File: config.mk
export PLATFORM = sky130hd
export DESIGN_NAME = uart_tx_arbiter
export DESIGN_NICKNAME = d
export VERILOG_FILES = /design/src/rtl/uart_tx_arbiter.sv
export SDC_FILE = /design/constraint.sdc
export NUM_CORES = 1
export LEC_CHECK = 0
export ABC_CLOCK_PERIOD_IN_PS = 2200
export BUFFER_PORTS_ARGS = -buffer_cell sky130_fd_sc_hd__buf_2
export CORE_MARGIN = 1.5
export CORE_UTILIZATION = 52
export CTS_CLUSTER_DIAMETER = 150
export DETAILED_ROUTE_END_ITERATION = 16
export GPL_TIMING_DRIVEN = 0
export PLACE_DENSITY = 0.8
export SLEW_MARGIN = 15
export SYNTH_ARGS = -nofsm -noshare
export SYNTH_HDL_FRONTEND = slang
export SYNTH_SLANG_ARGS = --single-unit
export TNS_END_PERCENT = 1
File: constraint.sdc
create_clock -name clk -period 2.2 [get_ports clk]
set_input_delay 0.22 -clock clk [delete_from_list [all_inputs] [get_ports clk]]
set_output_delay 0.22 -clock clk [all_outputs]
set_load 0.01 [all_outputs]
File: src/rtl/uart_tx_arbiter.sv
// Shares one byte-wide UART transmitter among NUM_REQ requesters, round-robin per message.
// Each accepted byte costs ARM/STROBE/GAP; grants release on last byte, MAX_BURST or idle TIMEOUT.
module uart_tx_arbiter #(
  parameter int NUM_REQ   = 4,
  parameter int MAX_BURST = 16,
  parameter int TIMEOUT   = 255
) (
  input  logic                 clk,
  input  logic                 reset_n,
  input  logic [NUM_REQ-1:0]   req_valid,
  input  logic [8*NUM_REQ-1:0] req_data,
  input  logic [NUM_REQ-1:0]   req_last,
  output logic [NUM_REQ-1:0]   req_ready,
  output logic [7:0]           uart_txd,
  output logic                 uart_txd_strobe,
  input  logic                 uart_txd_ready,
  output logic [NUM_REQ-1:0]   grant,
  output logic                 busy
);

  localparam int IW = (NUM_REQ > 1) ? $clog2(NUM_REQ) : 1;

  typedef enum logic [1:0] {IDLE, ARM, STROBE, GAP} state_t;

  state_t             state, state_nxt;
  logic [IW-1:0]      gidx, gidx_nxt;
  logic [IW-1:0]      last_grant, last_grant_nxt;
  logic [IW-1:0]      pick_idx;
  logic [NUM_REQ-1:0] grant_nxt;
  logic [7:0]         burst_cnt, burst_nxt;
  logic [7:0]         tmo_cnt, tmo_nxt;
  logic [7:0]         txd_nxt;
  logic               strobe_nxt;
  logic               last_lat, last_nxt;
  logic               sel_valid, sel_last;
  logic [7:0]         sel_data;

  assign busy = (state != IDLE);

  // Round-robin pick: scan far-to-near so the nearest valid requester after last_grant wins.
  always_comb begin
    pick_idx = last_grant;
    for (int k = NUM_REQ; k >= 1; k--) begin
      for (int i = 0; i < NUM_REQ; i++) begin
        if (i == (int'(last_grant) + k) % NUM_REQ && req_valid[i]) pick_idx = IW'(i);
      end
    end
  end

  always_comb begin
    sel_valid = 1'b0;
    sel_last  = 1'b0;
    sel_data  = 8'h00;
    for (int i = 0; i < NUM_REQ; i++) begin
      if (gidx == IW'(i)) begin
        sel_valid = req_valid[i];
        sel_last  = req_last[i];
        sel_data  = req_data[8*i +: 8];
      end
    end
  end

  always_comb begin
    state_nxt      = state;
    gidx_nxt       = gidx;
    grant_nxt      = grant;
    last_grant_nxt = last_grant;
    burst_nxt      = burst_cnt;
    tmo_nxt        = tmo_cnt;
    txd_nxt        = uart_txd;
    strobe_nxt     = 1'b0;
    last_nxt       = last_lat;
    req_ready      = '0;
    case (state)
      IDLE: begin
        if (|req_valid) begin
          state_nxt = ARM;
          gidx_nxt  = pick_idx;
          grant_nxt = {{(NUM_REQ-1){1'b0}}, 1'b1} << pick_idx;
          burst_nxt = 8'h00;
          tmo_nxt   = 8'h00;
        end
      end
      ARM: begin
        if (sel_valid) begin
          // Waiting on the UART neither advances nor clears the idle timer.
          if (uart_txd_ready) begin
            req_ready  = grant;
            txd_nxt    = sel_data;
            strobe_nxt = 1'b1;
            last_nxt   = sel_last;
            burst_nxt  = (burst_cnt == 8'hFF) ? burst_cnt : burst_cnt + 8'd1;
            state_nxt  = STROBE;
          end
        end else if ({1'b0, tmo_cnt} + 9'd1 >= 9'(TIMEOUT)) begin
          state_nxt      = IDLE;
          last_grant_nxt = gidx;
          grant_nxt      = '0;
        end else begin
          tmo_nxt = tmo_cnt + 8'd1;
        end
      end
      STROBE: state_nxt = GAP;
      GAP: begin
        // GAP spans the UART's ready-deassert delay, so release only happens here.
        if (last_lat || burst_cnt == 8'(MAX_BURST)) begin
          state_nxt      = IDLE;
          last_grant_nxt = gidx;
          grant_nxt      = '0;
        end else begin
          state_nxt = ARM;
          tmo_nxt   = 8'h00;
        end
      end
      default: state_nxt = IDLE;
    endcase
    if (!reset_n) req_ready = '0;
  end

  always_ff @(posedge clk) begin
    if (!reset_n) begin
      state           <= IDLE;
      gidx            <= '0;
      grant           <= '0;
      last_grant      <= IW'(NUM_REQ - 1);
      burst_cnt       <= 8'h00;
      tmo_cnt         <= 8'h00;
      uart_txd        <= 8'h00;
      uart_txd_strobe <= 1'b0;
      last_lat        <= 1'b0;
    end else begin
      state           <= state_nxt;
      gidx            <= gidx_nxt;
      grant           <= grant_nxt;
      last_grant      <= last_grant_nxt;
      burst_cnt       <= burst_nxt;
      tmo_cnt         <= tmo_nxt;
      uart_txd        <= txd_nxt;
      uart_txd_strobe <= strobe_nxt;
      last_lat        <= last_nxt;
    end
  end

endmodule

### Word-level counts from Yosys, hierarchy flattened

Cells that the tools add are included.

| storage, ports and cells | value |
|---|---|
| bits in registers | 36 |
| bits of input ports | 43 |
| output and inout port bits | 18 |
| word-level logic and storage cells | 150 |

| operators by class | value |
|---|---|
| add/subtract/negate cells | 7 |
| magnitude comparators | 1 |
| equal/unequal tests | 31 |
| shifts and indexed selects | 1 |
| muxes and demuxes | 57 |
| bitwise operators | 4 |
| reductions and logical operators | 40 |

Operator list:

| kind | count |
|---|---|
| 32-bit zero test | 4 |
| 8-bit two-way mux | 11 |
| 2-bit two-way mux | 23 |
| 4-bit two-way mux | 8 |
| 3-bit == test (first input constant) | 8 |
| 8-bit one-hot mux with 3 select lines | 1 |
| 2-bit inequality test (second input constant) | 9 |
| 8-bit by 1-bit adder with 8-bit output (second input constant) | 2 |
| 1-bit logical AND | 16 |
| 8-bit one-hot mux with 2 select lines | 1 |
| 5-bit AND reduction | 3 |
| 2-bit by 3-bit == test with 1-bit output (first input constant) | 4 |
| 4-bit one-hot mux with 3 select lines | 1 |
| 1-bit two-way mux | 10 |
| 8-bit by 1-bit adder with 9-bit output (second input constant) | 1 |
| 9-bit by 8-bit greater-or-equal comparator with 1-bit output (second input constant) | 1 |
| 3-bit AND reduction | 3 |
| 2-bit == test (second input constant) | 4 |
| 8-bit by 5-bit == test with 1-bit output (second input constant) | 1 |
| 8-bit == test (second input constant) | 1 |
| 2-bit one-hot mux with 4 select lines | 1 |
| 2-bit OR reduction | 4 |
| 3-bit inequality test (second input constant) | 2 |
| 2-bit nonzero test | 3 |
| other kinds (12) | 19 |

### Depth between registers and ports, before layout

Gate-level depths: netlist of the first run.

| logic depth | value |
|---|---|
| word-level depth | 24 |
| mapped depth | 8 |

### Worst setup path before layout of the first run

No wires, ideal clock.

| timing | value |
|---|---|
| kind | register -> register |
| start | register gidx[0] |
| end | register burst_cnt[5] |
| setup time | 0.136 ns |
| arrival | 1.744 ns |
| data required time | 2.064 ns |
| path slack | 0.320 ns |
| cell stages (with the launch flop) | 8 |
| period minus slack after synthesis | 1.880 ns |
| path through | dfxtp_1 mux4_2 and3_1 buf_4 a21oi_4 nor3_1 xnor2_1 nor2_1 |

| on the way | value |
|---|---|
| cells in the longest elaborated chain, start to end | 7 |

Ends and longest elaborated chain:

| what | RTL line | RTL |
|---|---|---|
| start, declared | 26 | `logic [IW-1:0] gidx, gidx_nxt;` |
| start signal, assigned | 133 | `gidx <= gidx_nxt;` |
| 2-bit zero test | 55 | `if (gidx == IW'(i)) begin` |
| 1-bit two-way mux (3 in series) | 55 |  |
| 1-bit two-way mux (*) | 55 |  |
| 2-bit inequality test (no line) (*) | -- |  |
| 5-bit AND reduction (no line) (*) | -- |  |
| end signal, assigned | 136 | `burst_cnt <= burst_nxt;` |
| end, declared | 30 | `logic [7:0] burst_cnt, burst_nxt;` |

Every way passes the cells marked *; elsewhere a longest branch is shown, timed or not.
A chain may end at the register's enable or synchronous reset.

### Final worst setup path of the first run

| timing | value |
|---|---|
| start | register gidx[0] |
| end | output req_ready[1] |

| on the way | value |
|---|---|
| cells in the longest elaborated chain, start to end | 8 |

Ends and longest elaborated chain:

| what | RTL line | RTL |
|---|---|---|
| 2-bit zero test | 55 |  |
| 1-bit two-way mux (3 in series) | 55 |  |
| 1-bit two-way mux (*) | 55 |  |
| 4-bit two-way mux (*) | 85 | `if (sel_valid) begin` |
| 4-bit two-way mux (*) | 74 | `case (state)` |
| 4-bit two-way mux (*) | 117 | `if (!reset_n) req_ready = '0;` |
| end, declared | 13 | `output logic [NUM_REQ-1:0] req_ready,` |

Marks and branches as above.

==> qor.csv, run 1 <==
stage,metric,value,unit
logic_synthesis,synth_seq_area_share,33.7,%
floorplanning,io_pins,61,
clocking,cts.path.max_buffers,2,
place,dp.cells,352,
route,wl_per_cell,14.3,um
worst_hold_path,hold_path.class,primary input to flop,
place,io_buffer_count,60,
route,drt-total-wl,5190,um
global_routing,overflow,0,
place,gp_congestion,0.865,
worst_hold_path,whs_path_depth,4,
setup_path,required,1.98,ns
sta,period_minus_slack,2.11,ns
cells_and_area,layout.nets,358,
sta,finClkSkew,0.00513,ns
floorplanning,initial_core_util,53.8,%
logic_synthesis,synth_edf_count,0,
setup_path,r2r_end,last_grant[0],
setup_path,r2r-start,tmo_cnt[1],
setup_path,rrSetupSlack,0.11,ns
clocking,clock_sinks,36,
setup_path,cp.buffers_inverters,2,
sta,fin_crit_sh,95.9,%
setup_path,path_cells,mux4_2 -> and3_1 -> buf_4 -> and3_1 -> buf_2,
route,routed_via_density,5.74,
setup_path,crit_path_top_delay_cell,mux4_2,
floorplanning,die-area,4500,um^2
cells_and_area,drive_gt1_share,30.1,%
sta,finalSetupViolations,0,
place,hpwl,3850,um
logic_synthesis,synth_seq_cells,36,
route,final_antenna_net_count,0,
power_and_ir_drop,max-vdd-ir-drop,386,uV
route,remaining_drc_errors,0,
global_routing,grt_pass1_vias,1878,
setup_path,cpLargestDelayFamily,multiplexers,
clocking,cts_made_buffers,5,
sta,hold_ws,0.294,ns
clocking,cts_hold_buf,0,
floorplanning,die_y,67.1,um
cells_and_area,layout_common_cells,"62 x buf_2, 35 x nand2_1, 35 x dfxtp_1",
logic_synthesis,synth_ff_type,dfxtp_1,
global_routing,antenna_found_initial,0,
route,drtIter0Drc,110,
cells_and_area,num-fill-cells,338,
cells_and_area,diodes,0,
logic_synthesis,synthArstFlopShare,0,%
logic_synthesis,syn-instance-count,242,
setup_path,path_max_fanout,8,
setup_path,worstPathArrival,1.89,ns
setup_path,crit_path_start_kind,flop,
route,vias,2078,
setup_path,timing.critical_path.mode_cell,and3_1,
logic_synthesis,avgSynthCellArea,8.83,um^2
floorplanning,die_x,67.1,um
clocking,clk_pin_slew,0.07,ns
sta,worst_pin_slew,0.798,ns
power_and_ir_drop,power_density,603,nW/um^2
setup_path,r2r_cells,7,
sta,fmax,474,MHz
sta,setup_tns,0,ns
job,maxCapViolCount,0,
setup_path,slowest_delay,0.54,ns
clocking,clock_latency,0.30,ns
logic_synthesis,synth_nets,289,
logic_synthesis,synth.distinct_cells,51,
clocking,cts_tree,built,
floorplanning,num_rows,23,
logic_synthesis,syn_area,2140,um^2
setup_path,path_class,flop to output pin,
sta,slew_viol_final,0,
route,drt_first_pass_iters,4,
cells_and_area,fin_cells,362,
clocking,cts_max_level,2,
global_routing,grt_pass1_wl,8480,um
floorplanning,core_area,3970,um^2
cells_and_area,layout_commonest_cell,buf_2,
worst_hold_path,hold_start,uart_txd_ready,
global_routing,grt_max_degree,12,
clocking,ctsRootBufferMaster,clkbuf_8,
sta,timing_hold_violations_final,0,
cells_and_area,area_growth,23.5,%
logic_synthesis,yosysWarnings,0,
setup_path,crit_path_end_kind,output pin,
setup_path,startpoint,gidx[0],
outcome,status,"finished, final reports clean",
power_and_ir_drop,leakage,1.05,nW
global_routing,grt_use_total,25.2,%
sta,slew_headroom,46.2,%
==> worst reg2reg max path, stage by stage (launching register included) <==
cell and delay [ns]:
dfxtp_1 0.42, ha_2 0.27, and4_1 0.27, nand2_1 0.10
xor2_1 0.26, o21a_1 0.34, o21a_1 0.20, o211ai_1 0.09
==> through the flow <==
stage               cell area [um^2]  setup WS (ns)  power [mW]  util (%)
global placement                2500          0.148       0.996      62.9
floorplan                       2140          0.320       0.903         -
global route                    2640     -0.0000624        1.66      66.4
detailed placement              2500         0.0986        1.00      62.9
finish                          2640         0.0899        1.59      66.4
CTS                             2610         0.0277        1.59      65.8
==> cell usage after synthesis, types with 3 or more instances <==
| cell type | count | share of area [%] |
|---|---|---|
| nor2_1 | 16 | 2.8 |
| inv_1 | 12 | 2.1 |
| a21boi_0 | 12 | 4.2 |
| xnor2_1 | 6 | 2.5 |
| nand2b_1 | 4 | 1.2 |
| o21ai_0 | 11 | 2.6 |
| and3_1 | 6 | 1.8 |
| dfxtp_1 | 36 | 34 |
| ha_1 | 4 | 2.3 |
| o21a_1 | 4 | 1.4 |
| nand3_1 | 10 | 2.3 |
| nor2b_1 | 3 | 0.88 |
| nor3_1 | 6 | 1.4 |
| nand2_1 | 35 | 6.2 |
| clkbuf_1 | 7 | 1.2 |
| a21oi_1 | 7 | 1.6 |
| o211ai_1 | 7 | 2.5 |
| mux4_2 | 10 | 11 |
| and2_1 | 3 | 0.88 |
| nand4_1 | 5 | 1.5 |
==> power breakdown <==
group	internal, mW	leakage [nW]	switching, mW
sequential	0.676	0.292	0.0183
clock	0.336	0.0552	0.250
combinational	0.145	0.699	0.166
total	1.16	1.05	0.434
==> state kept, by name, indices dropped and copies added, names as in the netlist, named ones only <==
register / flops
burst_cnt: 8
gidx: 2
grant: 4
last_grant: 2
last_lat: 1
state: 1
tmo_cnt: 8
uart_txd: 8
uart_txd_strobe: 1
==> kinds of logic after synthesis <==
logic type | count (synthesis) | synth area share (%)
and+or+nand+nor | 100 | 24.3
AOI/OAI and AO/OA | 60 | 21.0
DFF | 36 | 33.7
buffers and inverters | 23 | 4.34
muxes | 11 | 11.0
xor gates and xnor gates | 8 | 3.28
adders and majority gates | 4 | 2.34
==> final cells by class <==
type,instances,area [um^2],share of cell area (%)
Inverter,12,45.0,1.71
Clock inverter,2,35.0,1.33
Sequential cell,36,722,27.4
Clock buffer,6,72.6,2.75
Timing Repair Buffer,62,315,12.0
Multi-Input combinational cell,183,1340,50.7
Buffer,11,47.5,1.80
Tap cell,50,62.6,2.37
==> worst max path at each step <==
stage                         end  slack (ns)  cells past startpoint
floorplan            burst_cnt[5]        0.32                      7
global placement     burst_cnt[5]        0.15                      7
detailed placement       grant[2]         0.1                      7
CTS                  req_ready[3]        0.03                      5
global route        last_grant[0]    -0.00006                      7
finish               req_ready[1]        0.09                      5
==> layer usage <==
layer / up-vias / track usage [%] / wire length (um)
li1: 1023 / - / -
met1: 986 / 32.0 / 2300
met2: 64 / 41.2 / 2530
met3: 5 / 6.76 / 313
met4: 0 / 7.91 / 55
met5: - / 0 / 0
==> what timing repair did <==
item                       in CTS  in global routing
gates resized for setup         0                  5
buffers inserted                1                  1
setup endpoints to repair       1                 21
pin swaps                       0                  1
No activity file was read; power rests on OpenSTA's default activity.
==> run 2: changes to the inputs <==
--- a/config.mk
+++ b/config.mk
@@ -7,12 +7,14 @@
 export LEC_CHECK = 0
 export ABC_CLOCK_PERIOD_IN_PS = 2200
 export BUFFER_PORTS_ARGS = -buffer_cell sky130_fd_sc_hd__buf_2
+export CORE_ASPECT_RATIO = 0.6
 export CORE_MARGIN = 1.5
 export CORE_UTILIZATION = 52
 export CTS_CLUSTER_DIAMETER = 150
 export DETAILED_ROUTE_END_ITERATION = 16
 export GPL_TIMING_DRIVEN = 0
 export PLACE_DENSITY = 0.8
+export RECOVER_POWER = 25
 export SLEW_MARGIN = 15
 export SYNTH_ARGS = -nofsm -noshare
 export SYNTH_HDL_FRONTEND = slang
==> run 2 against run 1 <==
Critical path depth is the same. Global-route usage is essentially flat. Die area grew 0.27%. Count of clock-buffer cells in the layout grew 2. Largest power group unchanged. Sequential power is essentially flat. Hold slack gained 0.029 ns. Fmax shrank 0.72%. Highest routed layer unchanged. Critical endpoint is now req_ready[3]. Flip-flop and latch count is the same. Utilization grew 1.5 points.
==> qor.csv, run 2 (synthesized netlist as in run 1, its figures left out) <==
stage,metric,value,unit,change
route,remaining_drc_errors,0,,unchanged
sta,fmax,471,MHz,-0.72%
setup_path,worstPathArrival,1.91,ns,+0.02 ns
worst_hold_path,hold_start,uart_txd_ready,,
clocking,clock_latency,0.29,ns,about the same
global_routing,grt_pass1_vias,1842,,-1.9%
sta,fin_crit_sh,96.6,%,+0.69 points
job,maxCapViolCount,0,,unchanged
setup_path,crit_path_end_kind,output pin,,
cells_and_area,layout_commonest_cell,buf_2,,
worst_hold_path,hold_path.class,primary input to flop,,
sta,period_minus_slack,2.13,ns,+0.0152 ns
setup_path,r2r_cells,7,,unchanged
worst_hold_path,whs_path_depth,4,,unchanged
outcome,status,"finished, final reports clean",,
sta,rsz0062_at_grt,false,,
global_routing,antenna_found_initial,0,,unchanged
sta,setup_tns,0,ns,unchanged
sta,slew_viol_final,0,,unchanged
floorplanning,initial_core_util,56.1,%,+2.3 points
sta,finalSetupViolations,0,,unchanged
power_and_ir_drop,power_density,576,nW/um^2,-4.6%
setup_path,timing.critical_path.mode_cell,and3_1,,
cells_and_area,diodes,0,,unchanged
clocking,cts_made_buffers,5,,unchanged
setup_path,crit_path_top_delay_cell,mux4_2,,
setup_path,rrSetupSlack,0.15,ns,+0.04 ns
global_routing,grt_pass1_wl,8580,um,+1.1%
power_and_ir_drop,switchingPower,420,uW,-3.1%
setup_path,path_cells,mux4_2 -> and3_1 -> buf_4 -> and3_1 -> buf_2,,
cells_and_area,layout.nets,357,,-0.28%
route,drtIter0Drc,112,,+1.8%
place,io_buffer_count,60,,unchanged
setup_path,slowest_delay,0.56,ns,+0.02 ns
cells_and_area,reg_top3,"burst_cnt x8, tmo_cnt x8, uart_txd x8",,
setup_path,path_max_fanout,8,,unchanged
floorplanning,die-area,4510,um^2,+0.27%
route,wl_per_cell,14.7,um,+2.6%
floorplanning,io_pins,61,,unchanged
power_and_ir_drop,p_int,1.07,mW,-7.7%
cells_and_area,area_growth,21.1,%,
clocking,cts_hold_buf,0,,unchanged
clocking,cts.path.max_buffers,2,,unchanged
power_and_ir_drop,clock_power_share,32.9,%,-3.9 points
route,final_antenna_net_count,0,,unchanged
power_and_ir_drop,max-vdd-ir-drop,345,uV,-11%
floorplanning,core_area,3810,um^2,-4.1%
clocking,clock_sinks,36,,unchanged
clocking,cts_max_level,2,,unchanged
place,hpwl,4080,um,+6.1%
power_and_ir_drop,netSwitchingFraction,28.2,%,+0.96 points
setup_path,r2r-start,gidx[0],,
power_and_ir_drop,p_seq_share,46.6,%,+3.0 points
power_and_ir_drop,p_comb_share,20.4,%,+0.9 points
power_and_ir_drop,power,1.49,mW,-6.4%
floorplanning,die_y,52.6,um,-22%
cells_and_area,layout_common_cells,"49 x buf_2, 35 x nand2_1, 33 x dfxtp_1",,
setup_path,crit_path_start_kind,flop,,
power_and_ir_drop,leakage,0.977,nW,-6.6%
global_routing,grt_use_total,25.1,%,about the same
clocking,clk_pin_slew,0.07,ns,about the same
route,routed_via_density,5.82,,+1.4%
route,vias,2084,,+0.29%
global_routing,overflow,0,,unchanged
sta,timing_hold_violations_final,0,,unchanged
setup_path,required,1.98,ns,about the same
sta,finClkSkew,0.00641,ns,+0.00128 ns
sta,worst_pin_slew,0.772,ns,-0.0265 ns
setup_path,r2r_end,burst_cnt[2],,
clocking,ctsRootBufferMaster,clkbuf_8,,
floorplanning,num_rows,17,,-26%
route,drt_first_pass_iters,4,,unchanged
setup_path,path_class,flop to output pin,,
global_routing,grt_max_degree,11,,-1
route,drt-total-wl,5270,um,+1.5%
place,gp_congestion,0.938,,+8.4%
sta,slew_headroom,48.6,%,+2.3 points
floorplanning,die_x,85.7,um,+28%
cells_and_area,drive_gt1_share,26.0,%,-4.1 points
clocking,cts_tree,built,,
-- run 2: timing repair --
action	CTS	global route
setup endpoints to repair	0	17
setup buffers	0	1
resized for setup	0	6
-- run 2: power groups by stage --
stage | clock (mW) | sequential [mW] | combinational [mW]
after CTS | 0.496 | 0.693 | 0.299
after floorplan | 0 | 0.711 | 0.192
final | 0.491 | 0.695 | 0.304
after global placement | 0 | 0.707 | 0.292
after detailed placement | 0 | 0.708 | 0.298
after global routing | 0.536 | 0.698 | 0.333
-- run 2: worst max-delay path by stage --
| stage | start | to | slack (ns) | cells past startpoint |
|---|---|---|---|---|
| 2_1_floorplan | gidx[0] | burst_cnt[5] | 0.32 | 7 |
| 3_3_place_gp | tmo_cnt[0] | grant[2] | 0.13 | 7 |
| 3_5_place_dp | tmo_cnt[1] | grant[2] | 0.11 | 7 |
| 4_1_cts | gidx[0] | req_ready[3] | 0.01 | 5 |
| 5_1_grt | gidx[0] | req_ready[1] | 0.01 | 5 |
| 6_report | gidx[0] | req_ready[3] | 0.07 | 5 |
-- run 2: critical path: cells and delay by family (launching register included) --
family                 cells  cell delay [ns]
multiplexers               1             0.56
AND/OR/NAND/NOR            2             0.39
flip-flops                 1             0.36
buffers and inverters      2             0.30
-- run 2: area by class of cell --
type,count,area (um^2)
multi-input cells,183,1330
fillers,331,1220
flip-flops and latches,36,724
repair buffers,61,292
clock buffers,8,90.1
well taps,47,58.8
plain buffers,11,47.5
inverters,12,45.0
-- run 2: layer usage --
layer	track usage, %	up-vias	part of all wire (%)
met5	0	-	0
met4	7.26	0	0.61
met3	6.77	4	9.1
met2	36.2	90	43
met1	36.6	967	47
li1	-	1023	-
-- run 2: stage by stage --
step	hold slack, ns	instance area, um^2	utilization (%)	instances	setup WS, ns
floorplan	0.443	2140	-	242	0.320
global placement	0.448	2490	65.5	349	0.131
detailed placement	0.454	2490	65.5	349	0.110
CTS	0.303	2580	67.9	357	0.0146
global route	0.345	2590	68.0	358	0.0123
finish	0.323	2590	68.0	358	0.0747
==> run 3: changes to the inputs <==
--- a/config.mk
+++ b/config.mk
@@ -6,14 +6,14 @@
 export NUM_CORES = 1
 export LEC_CHECK = 0
 export ABC_CLOCK_PERIOD_IN_PS = 2200
-export BUFFER_PORTS_ARGS = -buffer_cell sky130_fd_sc_hd__buf_2
 export CORE_ASPECT_RATIO = 0.6
 export CORE_MARGIN = 1.5
-export CORE_UTILIZATION = 52
+export CORE_UTILIZATION = 60
 export CTS_CLUSTER_DIAMETER = 150
 export DETAILED_ROUTE_END_ITERATION = 16
+export DONT_BUFFER_PORTS = 1
 export GPL_TIMING_DRIVEN = 0
-export PLACE_DENSITY = 0.8
+export PLACE_DENSITY = 0.76
 export RECOVER_POWER = 25
 export SLEW_MARGIN = 15
 export SYNTH_ARGS = -nofsm -noshare
==> run 3 against run 2 <==
Non-clock buffer count down 60. Via count shrank 12%. Fmax increased by 2.6%. Largest power group unchanged. First-iteration DRC count increased by 46%. Count of clock-buffer cells in the layout fell by 1. Register-to-register slack got worse by 0.02 ns. Sequential share of layout area up 3.2 points.
==> qor.csv, run 3 (synthesized netlist as in run 1, its figures left out) <==
stage,metric,value,unit,change
outcome,status,"finished, final reports clean",,
sta,period_minus_slack,2.07,ns,-0.0533 ns
sta,hold_ws,0.211,ns,-0.112 ns
route,drtIter0Drc,163,,+46%
setup_path,cp.depth,5,,unchanged
floorplanning,die-area,3940,um^2,-13%
setup_path,worstPathArrival,2.23,ns,+0.32 ns
setup_path,crit_path_end_kind,flop,,
clocking,ctsRootBufferMaster,clkbuf_8,,
sta,fmax,483,MHz,+2.6%
global_routing,grt_use_total,24.9,%,-0.21 points
cells_and_area,layout_common_cells,"35 x nand2_1, 35 x dfxtp_1, 16 x nor2_1",,
place,io_buffer_count,0,,-100%
setup_path,path_max_fanout,9,,+1
floorplanning,io_pins,61,,unchanged
floorplanning,core_area,3320,um^2,-13%
power_and_ir_drop,power_density,621,nW/um^2,+8.0%
sta,worst_pin_slew,0.748,ns,-0.0237 ns
power_and_ir_drop,power,1.44,mW,-3.4%
place,hpwl,3590,um,-12%
global_routing,overflow,0,,unchanged
route,remaining_drc_errors,0,,unchanged
clocking,cts_max_level,2,,unchanged
route,final_antenna_net_count,0,,unchanged
sta,fin_crit_sh,94.2,%,-2.4 points
sta,rsz0062_at_grt,true,,
clocking,cts_made_buffers,5,,unchanged
cells_and_area,reg_top3,"burst_cnt x8, tmo_cnt x8, uart_txd x8",,
sta,final.setup.worst_slack,0.128,ns,+0.0533 ns
worst_hold_path,whs_path_depth,2,,-2
floorplanning,die_x,80.0,um,-6.7%
clocking,cts_tree,built,,
floorplanning,die_y,49.2,um,-6.5%
setup_path,cp.buffers_inverters,0,,-2
route,routed_via_density,6.18,,+6.1%
setup_path,slowest_delay,0.58,ns,+0.02 ns
power_and_ir_drop,max-vdd-ir-drop,477,uV,+38%
place,dp.cells,287,,-18%
setup_path,r2r_cells,5,,-2
sta,timing_hold_violations_final,0,,unchanged
worst_hold_path,hold_path.class,primary input to flop,,
setup_path,cpLargestDelayFamily,compound AO/OA/AOI/OAI gates,,
sta,finalSetupViolations,0,,unchanged
global_routing,grt_pass1_wl,7650,um,-11%
setup_path,required,2.36,ns,+0.38 ns
setup_path,path_class,flop to flop,,
cells_and_area,area_growth,8.44,%,
setup_path,crit_path_start_kind,flop,,
cells_and_area,drive_gt1_share,13.5,%,-13 points
sta,finClkSkew,0.00232,ns,-0.00409 ns
job,maxCapViolCount,0,,unchanged
floorplanning,initial_core_util,64.3,%,+8.2 points
cells_and_area,layout.nets,298,,-17%
cells_and_area,diodes,0,,unchanged
sta,slew_viol_final,0,,unchanged
setup_path,crit_path_top_delay_cell,mux4_2,,
route,vias,1835,,-12%
clocking,clock_sinks,36,,unchanged
clocking,cts.path.max_buffers,2,,unchanged
route,drt-total-wl,4700,um,-11%
global_routing,grt_pass1_vias,1608,,-13%
route,wl_per_cell,15.8,um,+7.4%
place,gp_congestion,0.927,,-1.1%
global_routing,grt_max_degree,12,,+1
sta,slew_headroom,49.6,%,+1.1 points
setup_path,path_cells,mux4_2 -> a21boi_1 -> o22ai_2 -> o31ai_4 -> o32ai_1,,
cells_and_area,fin_cells,297,,-17%
floorplanning,num_rows,16,,-1
place,dp_slack,0.126,ns,+0.0160 ns
clocking,cts_hold_buf,0,,unchanged
route,drt_first_pass_iters,4,,unchanged
clocking,clk_pin_slew,0.07,ns,about the same
global_routing,antenna_found_initial,0,,unchanged
clocking,clock_latency,0.28,ns,about the same
power_and_ir_drop,leakage,0.771,nW,-21%
run 3: metal layers:
layer | wire length (um) | vias to the layer above | track usage [%]
met5 | 0 | - | 0
met4 | 17 | 0 | 4.02
met3 | 378 | 4 | 7.85
met2 | 1960 | 74 | 34.7
met1 | 2350 | 848 | 38.0
li1 | - | 909 | -
run 3: layout make-up:
| cell class | count | area [um^2] |
|---|---|---|
| tap | 45 | 56.3 |
| timing repair buffer | 1 | 7.51 |
| buffer | 11 | 47.5 |
| clock buffer | 7 | 86.3 |
| fill | 291 | 1010 |
| multi-input combinational | 184 | 1340 |
| inverter | 12 | 45.0 |
| clock inverter | 1 | 7.51 |
| sequential | 36 | 722 |
run 3: path summary, 6_finish.rpt:
| check | startpoint | end | slack [ns] |
|---|---|---|---|
| max reg2reg | gidx[0] | tmo_cnt[3] | 0.13 |
| max | gidx[0] | tmo_cnt[3] | 0.13 |
| min | reset_n | state[0] | 0.21 |
| min reg2reg | last_lat | last_lat | 0.47 |
run 3: where the power goes:
group	internal [mW]	leakage, nW	switching (mW)	total (mW)
clock network	0.254	0.0445	0.235	0.490
logic	0.108	0.434	0.140	0.248
registers	0.676	0.293	0.0258	0.702
run 3: repair_timing:
item / 4_1_cts / 5_1_grt
resized for setup: 0 / 5
endpoints found under the setup margin: 0 / 13
setup buffers: 0 / 1
run 3: through the flow:
stage / area [um^2] / setup TNS [ns] / utilization, %
5_1_grt: 2320 / -0.0179 / 69.7
3_5_place_dp: 2190 / 0 / 66.0
6_report: 2320 / 0 / 69.7
2_1_floorplan: 2140 / 0 / -
4_1_cts: 2290 / 0 / 68.8
3_3_place_gp: 2190 / 0 / 66.0
